===== config.mk =====
export PLATFORM = sky130hd
export DESIGN_NAME = mips_pc_sequencer_flat
export DESIGN_NICKNAME = d
export VERILOG_FILES = /design/src/rtl/mips_pc_sequencer_if.sv /design/src/rtl/mips_pc_sequencer.sv /design/src/flat_wrapper.sv
export SDC_FILE = /design/constraint.sdc
export NUM_CORES = 1
export LEC_CHECK = 0
export BUFFER_PORTS_ARGS = -buffer_cell sky130_fd_sc_hd__clkbuf_2
export CAP_MARGIN = 20
export CORE_UTILIZATION = 50
export CTS_BUF_LIST = sky130_fd_sc_hd__clkbuf_4 sky130_fd_sc_hd__clkbuf_8
export CTS_CLUSTER_SIZE = 28
export DETAILED_ROUTE_END_ITERATION = 8
export PLACE_DENSITY = 0.88
export SYNTH_ARGS = -nofsm -noshare
export SYNTH_HDL_FRONTEND = slang
export SYNTH_SLANG_ARGS = --single-unit

===== constraint.sdc =====
create_clock -name clk -period 4.3 [get_ports clk]
set_clock_uncertainty 0.1 [all_clocks]
set_input_delay 0 -clock clk [delete_from_list [all_inputs] [get_ports clk]]
set_output_delay 0 -clock clk [all_outputs]
set_load 0.02 [all_outputs]

===== src/rtl/mips_pc_sequencer_if.sv =====
// Control/status bundle between the MIPS decode stage and the PC sequencer.
// The decode side uses "master"; the sequencer uses "slave".
interface mips_pc_sequencer_if #(
    parameter int CNT_W = 16
);
    logic             zero;
    logic             beq;
    logic             bne;
    logic             jump;
    logic             jal;
    logic             jr;
    logic [15:0]      imm16;
    logic [25:0]      target26;
    logic [31:0]      rs_val;
    logic             stall;
    logic [31:0]      pc;
    logic [31:0]      pc_plus4;
    logic [31:0]      link_addr;
    logic             link_we;
    logic             fetch_valid;
    logic             trap;
    logic [31:0]      epc;
    logic [CNT_W-1:0] br_taken_cnt;

    modport master (
        output zero, beq, bne, jump, jal, jr, imm16, target26, rs_val, stall,
        input  pc, pc_plus4, link_addr, link_we, fetch_valid, trap, epc, br_taken_cnt
    );

    modport slave (
        input  zero, beq, bne, jump, jal, jr, imm16, target26, rs_val, stall,
        output pc, pc_plus4, link_addr, link_we, fetch_valid, trap, epc, br_taken_cnt
    );
endinterface


===== src/rtl/mips_pc_sequencer.sv =====
// Program counter and next-PC selection for a single-cycle MIPS core, with a
// start-up hold state, a misaligned-JR trap that captures EPC, and a taken-branch counter.
module mips_pc_sequencer #(
    parameter logic [31:0] RESET_VECTOR = 32'h0000_0000,
    parameter logic [31:0] EXC_VECTOR   = 32'h0000_0080,
    parameter int          CNT_W        = 16
) (
    input  logic                 clk,
    input  logic                 rst_n,
    mips_pc_sequencer_if.slave   bus
);
    typedef enum logic [1:0] {
        ST_HOLD = 2'd0,
        ST_RUN  = 2'd1,
        ST_TRAP = 2'd2
    } state_t;

    state_t           state_reg;
    logic [31:0]      pc_reg;
    logic [31:0]      epc_reg;
    logic [CNT_W-1:0] cnt_reg;
    logic             trap_reg;
    logic             fetch_valid_reg;

    logic [31:0] pc_plus4;
    logic [31:0] br_offset;
    logic [31:0] jump_target;
    logic        jr_misaligned;
    logic        br_taken;

    assign pc_plus4      = pc_reg + 32'd4;
    assign br_offset     = {{14{bus.imm16[15]}}, bus.imm16, 2'b00};
    assign jump_target   = {pc_plus4[31:28], bus.target26, 2'b00};
    assign jr_misaligned = bus.jr && (bus.rs_val[1:0] != 2'b00);
    // beq and bne together mean "taken if either condition holds".
    assign br_taken      = (bus.beq && bus.zero) || (bus.bne && !bus.zero);

    always_ff @(posedge clk or negedge rst_n) begin
        if (!rst_n) begin
            state_reg       <= ST_HOLD;
            pc_reg          <= RESET_VECTOR;
            epc_reg         <= 32'h0;
            cnt_reg         <= '0;
            trap_reg        <= 1'b0;
            fetch_valid_reg <= 1'b0;
        end else begin
            // The trap pulse always drops after one cycle, stalled or not.
            trap_reg <= 1'b0;
            if (!bus.stall) begin
                case (state_reg)
                    ST_HOLD, ST_TRAP: begin
                        state_reg       <= ST_RUN;
                        fetch_valid_reg <= 1'b1;
                    end
                    ST_RUN: begin
                        if (jr_misaligned) begin
                            pc_reg          <= EXC_VECTOR;
                            epc_reg         <= pc_reg;
                            state_reg       <= ST_TRAP;
                            trap_reg        <= 1'b1;
                            fetch_valid_reg <= 1'b0;
                        end else if (bus.jr) begin
                            pc_reg <= bus.rs_val;
                        end else if (bus.jump) begin
                            pc_reg <= jump_target;
                        end else if (br_taken) begin
                            pc_reg <= pc_plus4 + br_offset;
                            if (cnt_reg != {CNT_W{1'b1}})
                                cnt_reg <= cnt_reg + 1'b1;
                        end else begin
                            pc_reg <= pc_plus4;
                        end
                    end
                    default: begin
                        state_reg       <= ST_HOLD;
                        fetch_valid_reg <= 1'b0;
                    end
                endcase
            end
        end
    end

    assign bus.pc           = pc_reg;
    assign bus.pc_plus4     = pc_plus4;
    assign bus.link_addr    = pc_plus4;
    assign bus.link_we      = bus.jump && bus.jal && (state_reg == ST_RUN) && !bus.stall;
    assign bus.fetch_valid  = fetch_valid_reg;
    assign bus.trap         = trap_reg;
    assign bus.epc          = epc_reg;
    assign bus.br_taken_cnt = cnt_reg;
endmodule


===== src/flat_wrapper.sv =====
// flat-port wrapper written by rule: the top's interface ports become plain ports
module mips_pc_sequencer_flat 
#(
    parameter logic [31:0] RESET_VECTOR = 32'h0000_0000,
    parameter logic [31:0] EXC_VECTOR   = 32'h0000_0080,
    parameter int          CNT_W        = 16
)
  (clk, rst_n, bus_zero, bus_beq, bus_bne, bus_jump, bus_jal, bus_jr, bus_imm16, bus_target26, bus_rs_val, bus_stall, bus_pc, bus_pc_plus4, bus_link_addr, bus_link_we, bus_fetch_valid, bus_trap, bus_epc, bus_br_taken_cnt);
  mips_pc_sequencer_if #(.CNT_W(CNT_W)) bus_i ();
  input  logic clk;
  input  logic rst_n;
  input wire logic [$bits(bus_i.zero)-1:0] bus_zero;
  input wire logic [$bits(bus_i.beq)-1:0] bus_beq;
  input wire logic [$bits(bus_i.bne)-1:0] bus_bne;
  input wire logic [$bits(bus_i.jump)-1:0] bus_jump;
  input wire logic [$bits(bus_i.jal)-1:0] bus_jal;
  input wire logic [$bits(bus_i.jr)-1:0] bus_jr;
  input wire logic [$bits(bus_i.imm16)-1:0] bus_imm16;
  input wire logic [$bits(bus_i.target26)-1:0] bus_target26;
  input wire logic [$bits(bus_i.rs_val)-1:0] bus_rs_val;
  input wire logic [$bits(bus_i.stall)-1:0] bus_stall;
  output wire logic [$bits(bus_i.pc)-1:0] bus_pc;
  output wire logic [$bits(bus_i.pc_plus4)-1:0] bus_pc_plus4;
  output wire logic [$bits(bus_i.link_addr)-1:0] bus_link_addr;
  output wire logic [$bits(bus_i.link_we)-1:0] bus_link_we;
  output wire logic [$bits(bus_i.fetch_valid)-1:0] bus_fetch_valid;
  output wire logic [$bits(bus_i.trap)-1:0] bus_trap;
  output wire logic [$bits(bus_i.epc)-1:0] bus_epc;
  output wire logic [$bits(bus_i.br_taken_cnt)-1:0] bus_br_taken_cnt;
  assign bus_i.zero = bus_zero;
  assign bus_i.beq = bus_beq;
  assign bus_i.bne = bus_bne;
  assign bus_i.jump = bus_jump;
  assign bus_i.jal = bus_jal;
  assign bus_i.jr = bus_jr;
  assign bus_i.imm16 = bus_imm16;
  assign bus_i.target26 = bus_target26;
  assign bus_i.rs_val = bus_rs_val;
  assign bus_i.stall = bus_stall;
  assign bus_pc = bus_i.pc;
  assign bus_pc_plus4 = bus_i.pc_plus4;
  assign bus_link_addr = bus_i.link_addr;
  assign bus_link_we = bus_i.link_we;
  assign bus_fetch_valid = bus_i.fetch_valid;
  assign bus_trap = bus_i.trap;
  assign bus_epc = bus_i.epc;
  assign bus_br_taken_cnt = bus_i.br_taken_cnt;
  mips_pc_sequencer #(.RESET_VECTOR(RESET_VECTOR), .EXC_VECTOR(EXC_VECTOR), .CNT_W(CNT_W)) u_core (.clk(clk), .rst_n(rst_n), .bus(bus_i));
endmodule

==> impl_metrics.json <==
{
  "globalplace.congestion": 0.967,
  "r2r-start": "u_core.bus.pc[3]$_DFFE_PN0P_",
  "arrival_ns": 4.34,
  "num_io_pins": 230,
  "die_height_microns": 115,
  "place_hpwl_mm": 14.6,
  "insertion_delay_ns": 0.38,
  "intPower_mw": 2.42,
  "period_needed_ns": 4.16,
  "end_kind": "flip-flop",
  "grt_overflow": 0,
  "synth-edff-count": 0,
  "ys.flop_type": "dfrtp_1",
  "floorplan.initialDensity": 0.522,
  "numCtsBuffers": 9,
  "hold-path-endpoint": "u_core.bus.fetch_valid$_DFFE_PN0P_",
  "fin_crit_sh": 0.967,
  "max_stage_delay_ns": 0.41,
  "layout_commonest_cell": "clkbuf_2",
  "rows": 40,
  "firstDrtPassIters": 5,
  "grt_pass1_wl_mm": 31.6,
  "viasPerCell": 5.78,
  "ys_warn_count": 0,
  "worstHoldStart": "bus_rs_val[0]",
  "cts-root-buf": "clkbuf_8",
  "synthArstFlopShare": 1.00,
  "wl_mm": 20.7,
  "cts.sinks": 83,
  "io_buffers": 229,
  "maxCapViolCount": 0,
  "dp.cells": 1074,
  "fin_setup_tns_ns": 0,
  "cellLeakagePower_nw": 4.28,
  "path_clk_slew_ns": 0.09,
  "dieArea_sq_um": 13200,
  "report.final.slew_viol_count": 0,
  "area_growth_pct": 32.2,
  "maxSlewHeadroom": 0.451,
  "crit_type": "reg2reg",
  "hold_class": "in2reg",
  "placed_area_sq_um": 7540,
  "drive_gt1_frac": 0.358,
  "drc": 0,
  "worst_ir_drop_vdd_v": 0.000296,
  "crit_buf_inv": 2,
  "max_slew.worst_pin.slew_ns": 0.821,
  "worstSetupStartpointType": "flip-flop",
  "status": "finished, final reports clean",
  "rr_endpoint": "u_core.bus.pc[31]$_DFFE_PN0P_",
  "final_cell_mix": "clkbuf_2 (228), nand2_1 (77), dfrtp_1 (76)",
  "die_width_microns": 115,
  "sw_frac_of_total": 0.475,
  "required_ns": 4.48,
  "crit_chain": "buf_4, nand4_1, nor4_2, buf_4, and3_4, nand3_1, xnor2_1, ha_1, and3_1, nand3_1, or3_1, o32ai_1, nor2_1, a31oi_1, xor2_1, and3_1, o31ai_1",
  "timing.fmax_ghz": 0.241,
  "synth_fp_nets": 830,
  "finalHoldViolations": 0,
  "pwr_density_cell_nw_per_um2": 546,
  "stdcell_count": 1149,
  "antenna_found_initial": 0,
  "setup-violations-final": 0,
  "final_nets": 1096,
  "yosysUniqueCellTypes": 81,
  "critPathSlowestCell": "nor4_2",
  "cp_max_fo": 8,
  "power_switching_mw": 2.19,
  "drt_iter0_drc": 348,
  "ys_seq_area_frac": 0.326,
  "stdcell_area_sq_um": 8430,
  "h-tree-depth": 3,
  "r2r_cells": 17,
  "clockBufferDepth": 2,
  "pwr-share-seq": 0.278,
  "p_comb_frac": 0.579,
  "grt_max_degree": 84,
  "vias": 6636,
  "grt_use_total": 0.311,
  "clockPowerShare": 0.143,
  "grt_pass1_vias": 6336,
  "synth.avg_cell_area_sq_um": 8.98,
  "hold_depth": 5,
  "detail-route-antenna-nets": 0,
  "diodes": 0,
  "tritoncts": "yes",
  "core_area_sq_um": 12200,
  "ys_ff_latch": 83,
  "netlist_area_sq_um": 6380,
  "critical_path.top_delay_family": "simple AND/OR/NAND/NOR gates",
  "wl_per_cell_microns": 18.0,
  "reg2reg_slack_ns": 0.14,
  "synthCells": 710
}
## metrics by stage
stage / setup slack, ns / util / total power [mW] / hold WS (ns)
3_5_place_dp: 0.170 / 0.618 / 3.79 / 0.137
4_1_cts: 0.0324 / 0.681 / 4.52 / 0.0349
3_3_place_gp: 0.335 / 0.618 / 3.74 / 0.125
6_report: 0.143 / 0.691 / 4.60 / 0.0530
5_1_grt: -0.109 / 0.691 / 4.86 / 0.0865
2_1_floorplan: 0.187 / - / 3.06 / -0.396
## area by class of cell
cell class	count	area, sq um
clock buffers	9	124
multi-input cells	552	3920
clock inverters	7	98.8
repair buffers	311	1930
inverters	19	71.3
flip-flops and latches	83	2090
well taps	168	210
fillers	988	3780
## power groups by stage
stage	combinational (mW)	clock, mW	sequential (mW)
2_1_floorplan	1.54	0	1.52
3_3_place_gp	2.48	0	1.27
3_5_place_dp	2.51	0	1.28
4_1_cts	2.60	0.661	1.26
5_1_grt	2.86	0.691	1.32
6_report	2.66	0.658	1.28
## metal layers
metal	GRT usage	vias to the layer above	share of wire
li1	-	3071	-
met1	0.387	3178	0.40
met2	0.524	333	0.48
met3	0.0490	54	0.081
met4	0.158	0	0.035
met5	0	-	0
## worst reg2reg max path, cell delays in order (launching register included)
cell and delay (ns):
dfrtp_1 0.37, buf_4 0.14, nand4_1 0.18, nor4_2 0.42
buf_4 0.21, and3_4 0.24, nand3_1 0.10, xnor2_1 0.17
ha_1 0.40, and3_1 0.20, nand3_1 0.15, or3_1 0.41
o32ai_1 0.13, nor2_1 0.11, a31oi_1 0.23, xor2_1 0.11
and3_1 0.20, o31ai_1 0.20
## what timing repair did
action | CTS | global route
setup buffers | 0 | 2
hold buffers | 55 | 0
setup endpoints to repair | 0 | 8
gates resized for setup | 0 | 16
hold endpoints to repair | 114 | 0
## Yosys cell counts, types with 4 or more instances
cell type  instances  share of area
a211oi_1           9          0.011
a21boi_0           4         0.0047
a21o_1            18          0.021
a21oi_1           44          0.035
a22oi_1            8         0.0094
a31oi_1            4         0.0039
and3_1            13          0.013
and4_1             4         0.0055
buf_4             34          0.040
clkbuf_1          15         0.0088
dfrtp_1           83           0.33
ha_1              36          0.071
inv_1             18          0.011
mux2_2            33          0.058
nand2_1           77          0.045
nand3_1           23          0.018
nand4_1            8         0.0078
nor2_1            58          0.034
nor2b_1            6         0.0059
nor3_1            10         0.0078
o211ai_1           4         0.0047
o21ai_0           33          0.026
o21ai_1           12         0.0094
o221ai_1           5         0.0069
o22ai_1            8         0.0078
or3_1              6         0.0059
xnor2_1           40          0.055
xor2_1            19          0.026
## logic make-up after synthesis
| group | count (synthesis) | share of synthesized area |
|---|---|---|
| buffers and inverters | 75 | 0.0698 |
| XOR/XNOR | 61 | 0.0861 |
| AO/OA/AOI/OAI | 191 | 0.203 |
| AND/OR/NAND/NOR | 226 | 0.177 |
| flip-flops | 83 | 0.326 |
| adder cells (fa/ha/maj) | 37 | 0.0738 |
| multiplexers | 37 | 0.0651 |
## how the worst max path moves through the flow
stage | from | endpoint | slack, ns | cells past startpoint
2_1_floorplan | u_core.bus.pc[7]$_DFFE_PN0P_ | u_core.bus.pc[28]$_DFFE_PN0P_ | 0.19 | 13
3_3_place_gp | u_core.bus.pc[2]$_DFFE_PN0P_ | u_core.bus.pc[31]$_DFFE_PN0P_ | 0.34 | 16
3_5_place_dp | u_core.bus.pc[2]$_DFFE_PN0P_ | u_core.bus.pc[31]$_DFFE_PN0P_ | 0.17 | 16
4_1_cts | u_core.bus.pc[2]$_DFFE_PN0P_ | u_core.bus.pc[17]$_DFFE_PN0P_ | 0.03 | 16
5_1_grt | u_core.bus.pc[3]$_DFFE_PN0P_ | u_core.bus.pc[14]$_DFFE_PN0P_ | -0.11 | 18
6_report | u_core.bus.pc[3]$_DFFE_PN0P_ | u_core.bus.pc[31]$_DFFE_PN0P_ | 0.14 | 17
No activity file was read; power rests on OpenSTA's default activity.
